==> src/rtl/parity_lane_xor.sv <==
// Per-byte XOR reduction: one parity bit per byte lane of the input word.
module parity_lane_xor #(
    parameter int DATA_W = 64
) (
    input  logic [DATA_W-1:0]   i_data,
    output logic [DATA_W/8-1:0] o_lanes
);

    for (genvar g = 0; g < DATA_W / 8; g++) begin : g_lane
        assign o_lanes[g] = ^i_data[8*g +: 8];
    end

endmodule

==> config.mk <==
export PLATFORM = sky130hd
export DESIGN_NAME = parity_lane_xor
export DESIGN_NICKNAME = d
export VERILOG_FILES = /design/src/rtl/parity_lane_xor.sv
export SDC_FILE = /design/constraint.sdc
export NUM_CORES = 1
export LEC_CHECK = 0
export CAP_MARGIN = 20
export CELL_PAD_IN_SITES_DETAIL_PLACEMENT = 0
export CELL_PAD_IN_SITES_GLOBAL_PLACEMENT = 1
export CORE_ASPECT_RATIO = 1.1
export CORE_MARGIN = 3
export CORE_UTILIZATION = 15
export DETAILED_ROUTE_END_ITERATION = 16
export PLACE_DENSITY = 0.95
export SLEW_MARGIN = 20
export SYNTH_ARGS = -nofsm -noshare
export SYNTH_HDL_FRONTEND = slang
export SYNTH_SLANG_ARGS = --single-unit
export TNS_END_PERCENT = 30
==> constraint.sdc <==
create_clock -name vclk -period 0.8
set_input_delay 0.12 -clock vclk [all_inputs]
set_output_delay 0.12 -clock vclk [all_outputs]
set_load 0.05 [all_outputs]
* After elaboration in Yosys (flattened, before gate mapping)
Index checks and enable logic that the tools add are counted.
** Cells by class
- Reduce and logical (&&, ||, !) cells :: 8
** Operator list (count)
- 8-bit XOR reduction :: 8
** Word-level totals
- Logic and storage cells :: 8
- Register bits after elaboration :: 0

* Logic depth before layout (Yosys ltp)
Gate-level depths: netlist of the first run.
- Word-level depth :: 1
- Mapped depth :: 3
- Mapped depth without buffers :: 3

* Least setup slack after synthesis of the first run
Ideal clock, no wire load.
- Path kind :: input -> output
- Start :: in i_data[3]
- End :: out o_lanes[0]
- Arrival :: 1248 ps
- Cell stages on the path :: 3
- Setup slack :: -568 ps
- Cells stage by stage :: xor2_1 > xnor2_1 > xnor2_1
** On the way
- Cells in the longest elaborated chain, start to end :: 1
** RTL lines
- from (decl) :: RTL line 5 : input logic [DATA_W-1:0] i_data,
- 8-bit XOR reduction :: RTL line 10 : assign o_lanes[g] = ^i_data[8*g +: 8];
- to (decl) :: RTL line 6 : output logic [DATA_W/8-1:0] o_lanes
Every way passes these cells.

* Final worst setup path of the first run
- Start :: in i_data[40]
- End :: out o_lanes[5]
Same word-level chain as after synthesis.

==> qor.csv, run 1 <==
metric,value,unit
outcome,"complete, but fails checks",
failing checks,negative setup slack,
final wirelength,2.38,mm
die height,66.0,µm
row count,21,
fillers,175,
worst ir drop on vdd,0.772,mV
minimum clock period after layout,1070,ps
Fin. Hold Viols,0,
sw frac,43.2,%
Post-DRT Antenna Nets,0,
final setup fails,8,
sequential area share after synthesis,0,%
count of final max-slew check failures,0,
Final Non-Filler Cells,162,
Syn Nets,120,
cells along the critical path,"buf_8, xnor2_4, xnor2_2, xnor2_4, buf_12",
Cells after Synth,56,
xor/xnor share of the synthesized area,100,%
most frequent cells in the layout,"44 x xnor2_4, 34 x buf_6, 16 x buf_2",
Layout clock buffers,0,
via count,655,
most numerous cell on the critical path,xnor2_4,
Hold Crit Class,primary input to primary output,
max cap viols,0,
P_sw,1.50,mW
starting density of the core,15.8,%
Global Route Usage Sum,11.1,%
Pre-antenna DRT Iters,2,
period utilisation layout,133,%
Compound-Gate Fraction of Synth Area,0,%
sequential cell count,0,
clock share of power,0,%
"slowest stage delay, CP",270,ps
worst setup margin,-266,ps
Synth Area in Simple Gates,0,%
GRT overflow,0,
Area growth syn-to-layout,379,%
crit end category,primary output,
RSZ-0062 raised after global routing,true,
die area,0.00399,mm²
# diodes,0,
hold_ws,793,ps
Worst EP required,680,ps
"most common cell after layout, fill and taps aside",xnor2_4,
"Slowest-stage cell, CP",xnor2_2,
Synth Area in Adders,0,%
Combinational Power Share,100.0,%
fmax,938,MHz
Worst EP arrival,950,ps
vias in the first global route,726,
Leakage,0.931,nW
fin nets,194,
largest family of logic cells by synthesized area,XOR/XNOR gates,
IO Pins,72,
Worst Path Max Fanout,1,
mean post-synth cell area,8.76,µm²
number of setup buffers added after CTS,0,
initial antenna violation count,0,
Finished Cell Area,0.00235,mm²
crit-path leading delay family,XOR/XNOR gates,
Post-Syn Area,490,µm²
YS warnings,0,
Avg WL per Cell,14.7,µm
Slew headroom,82.0,%
Chip Width,60.5,µm
CP Buf/Inv Count,2,
Sequential Power Share,0,%
transition time of the tightest slew-check pin,269,ps
largest net degree at the start of global routing,2,
Setup CP Type,primary input to primary output,
initial drt markers,8,
crit start category,primary input,
core box area,0.00310,mm²
drt via density,4.04,
first-pass GRT wire length,3.37,mm
register area,0,µm²
"Distinct cells, synth",2,
Post-Place Cells,162,
proportion of synthesized area in mux cells,0,%
drt drc,0,
cell area after placement,0.00202,mm²
Pint,1.97,mW
GPL Wtd Cong,0.635,
Multi-input gate area,0.00150,mm²
Port Buffer Count,72,
layout cells sized above 1,100,%
CTS Hold Bufs,0,
pwr dens,1480,mW/mm²
metal layers:
layer / vias to the layer above / track usage (%) / share of wire [%]
li1: 308 / - / -
met1: 300 / 10.8 / 23
met2: 47 / 24.2 / 64
met3: 0 / 2.15 / 12
met4: 0 / 0 / 0
met5: - / 0 / 0
cells by family (layout without fill, tap and decap cells):
| kind of cell | Yosys count | after routing |
|---|---|---|
| buffers and inverters | 0 | 72 |
| XOR/XNOR | 56 | 56 |
synth_stat cells (all sizes together):
| cell | instances | area share [%] |
|---|---|---|
| xor2 | 8 | 14 |
| xnor2 | 48 | 86 |
area by class of cell:
type               instances  area share [%]
multi-input cells         56            63.7
well taps                 34            1.81
repair buffers            72            34.5
tightest hold or removal path, cell delays in order:
cell	delay, ps
buf_6	80
xor2_4	70
xnor2_4	180
xnor2_4	70
buf_12	140
final timing paths:
kind              startpoint  cells after the start         end  slack, ps
setup / recovery  i_data[40]                      5  o_lanes[5]       -270
hold / removal    i_data[23]                      5  o_lanes[2]        790
per-stage QoR:
| step | setup TNS [ps] | power [mW] | setup slack (ps) | util [%] |
|---|---|---|---|---|
| finish | -1970 | 3.48 | -266 | 75.8 |
| CTS | -2420 | 3.16 | -316 | 62.4 |
| floorplan | -1010 | 1.83 | -126 | - |
| global placement | -5600 | 3.06 | -708 | 65.3 |
| detailed placement | -5820 | 3.10 | -750 | 65.3 |
| global route | -2190 | 3.60 | -288 | 75.8 |
power by group through the flow:
stage               registers (mW)  logic [mW]  clock network, mW
global route                     0        3.60                  0
floorplan                        0        1.83                  0
detailed placement               0        3.10                  0
finish                           0        3.48                  0
global placement                 0        3.06                  0
CTS                              0        3.16                  0
repair_timing:
action,CTS,global route
gates cloned,0,0
pin swaps,48,41
setup endpoints to repair,8,8
resized for setup,298,87
No activity file was read; power rests on OpenSTA's default activity.
==> inputs of run 2 (changes only) <==
CELL_PAD_IN_SITES_DETAIL_PLACEMENT = unset   (was 0)
CELL_PAD_IN_SITES_GLOBAL_PLACEMENT = unset   (was 1)
CORE_UTILIZATION = 25   (was 15)
==> qor.csv, run 2 <==
metric,value,unit,change
outcome,did not finish,,
Stop stage,global placement (3_3_place_gp),,
Log Error,[ERROR GPL-0301] Utilization 106.379 % exceeds 100%.,,
share of the synthesized area in the top cell type,85.7,%,unchanged
"Distinct cells, synth",2,,unchanged
Syn Nets,120,,unchanged
"top cells by area, synth","xnor2_1 86%, xor2_1 14%",,
YS warnings,0,,unchanged
mean post-synth cell area,8.76,µm²,unchanged
die height,52.5,µm,-20%
Post-synth top cells,"48 x xnor2_1, 8 x xor2_1",,
sequential area share after synthesis,0,%,unchanged
row count,16,,-24%
Cells after Synth,56,,unchanged
starting density of the core,26.9,%,+11 points
Chip Width,48.2,µm,-20%
IO Pins,72,,unchanged
Port Buffer Count,72,,unchanged
most frequent cell after synthesis,xnor2_1,,
Post-Syn Area,490,µm²,unchanged
"area leader, netlist",xnor2_1,,
==> run 2: cell counts after synthesis <==
No cell type changed its count.
==> run 2: logic make-up after synthesis <==
kind of cell | count (synthesis) | synth area share (%)
XOR/XNOR | 56 | 100
==> inputs of run 3 (changes only) <==
CORE_AREA = 3 3 64 66   (was unset)
CORE_ASPECT_RATIO = unset   (was 1.1)
CORE_MARGIN = unset   (was 3)
CORE_UTILIZATION = unset   (was 25)
DIE_AREA = 0 0 67 69   (was unset)
PLACE_DENSITY = unset   (was 0.95)
PLACE_DENSITY_LB_ADDON = 0.15   (was unset)
==> qor.csv, run 3 (synthesis results as in run 1) <==
metric,value,unit,change
Setup CP Type,primary input to primary output,,
fmax,939,MHz,
largest net degree at the start of global routing,2,,
"most common cell after layout, fill and taps aside",xnor2_4,,
worst setup margin,-265,ps,
IO Pins,72,,unchanged
final core utilization,60.9,%,
Fin. Hold Viols,0,,
RSZ-0062 raised after global routing,true,,
Final Non-Filler Cells,176,,
count of final max-slew check failures,0,,
most frequent cells in the layout,"38 x xnor2_4, 27 x buf_2, 22 x buf_6",,
Post-Place Cells,176,,
outcome,"complete, but fails checks",,
Port Buffer Count,72,,unchanged
fillers,314,,
initial drt markers,4,,
Worst EP arrival,940,ps,
DP HPWL,1.83,mm,
vias in the first global route,706,,
Worst EP required,680,ps,
row count,22,,+6
sequential cell count,0,,
register area,0,µm²,
Post-DRT Antenna Nets,0,,
Multi-input gate area,0.00143,mm²,
period utilisation layout,133,%,
CTS Hold Bufs,0,,
minimum clock period after layout,1060,ps,
hold_ws,797,ps,
hold wc startpoint,i_data[15],,
Avg WL per Cell,10.8,µm,
Chip Width,67,µm,+39%
Layout clock buffers,0,,
worst ir drop on vdd,0.574,mV,
final wirelength,1.90,mm,
failing checks,negative setup slack,,
Slew headroom,82.0,%,
fin nets,194,,
post-layout power,3.34,mW,
Hold Crit Class,primary input to primary output,,
Leakage,0.893,nW,
transition time of the tightest slew-check pin,269,ps,
initial antenna violation count,0,,
final setup fails,8,,
die height,69,µm,+32%
drt via density,3.63,,
max cap viols,0,,
die area,0.00462,mm²,
core box area,0.00363,mm²,
via count,639,,
Worst Path Max Fanout,1,,
GPL Wtd Cong,0.666,,
Area growth syn-to-layout,351,%,
Cells on Worst Hold Path,5,,
pwr dens,1510,mW/mm²,
starting density of the core,13.5,%,-13 points
Pre-antenna DRT Iters,2,,
Global Route Usage Sum,7.99,%,
Worst Hold End,o_lanes[1],,
crit end category,primary output,,
GRT overflow,0,,
drt drc,0,,
first-pass GRT wire length,2.96,mm,
# diodes,0,,
layout cells sized above 1,100,%,
crit start category,primary input,,
## run 3: stage by stage
stage	TNS (ps)	instance area (µm²)	setup slack (ps)
after floorplan	-1010	1180	-126
after global placement	-5660	2040	-727
after detailed placement	-5810	2040	-753
after CTS	-2490	1920	-322
after global routing	-2280	2210	-297
final	-2060	2210	-265
## run 3: how the worst max path moves through the flow
stage	start	endpoint	slack, ps	cells after the start
after floorplan	i_data[3]	o_lanes[0]	-130	3
after global placement	i_data[41]	o_lanes[5]	-730	5
after detailed placement	i_data[41]	o_lanes[5]	-750	5
after CTS	i_data[62]	o_lanes[7]	-320	5
after global routing	i_data[48]	o_lanes[6]	-300	5
final	i_data[56]	o_lanes[7]	-260	5
## run 3: metal layers
metal  share of wire, %  GRT usage (%)  vias to the layer above
met5                  0              0                        -
met4                  0              0                        0
met3                 13           1.79                        0
met2                 68           17.7                       36
met1                 19           7.09                      298
li1                   -              -                      305
## run 3: cell type report
type	instances	area share, %
multi-input cells	56	64.6
well taps	48	2.71
repair buffers	72	32.7
## run 3: critical path, stage by stage
cell and delay (ps):
buf_8 100, xnor2_4 130, xnor2_2 260, xnor2_4 160
buf_12 150
## run 3: power breakdown
| group | switching [mW] | internal, mW | total, mW | leakage, nW |
|---|---|---|---|---|
| clock | 0 | 0 | 0 | 0 |
| sequential | 0 | 0 | 0 | 0 |
| combinational | 1.46 | 1.88 | 3.34 | 0.893 |
## run 3: timing repair
item | CTS | global route
buffers inserted | 0 | 0
setup endpoints to repair | 8 | 8
gates resized for setup | 292 | 57
pin swaps | 48 | 33
hold endpoints to repair | 0 | 0
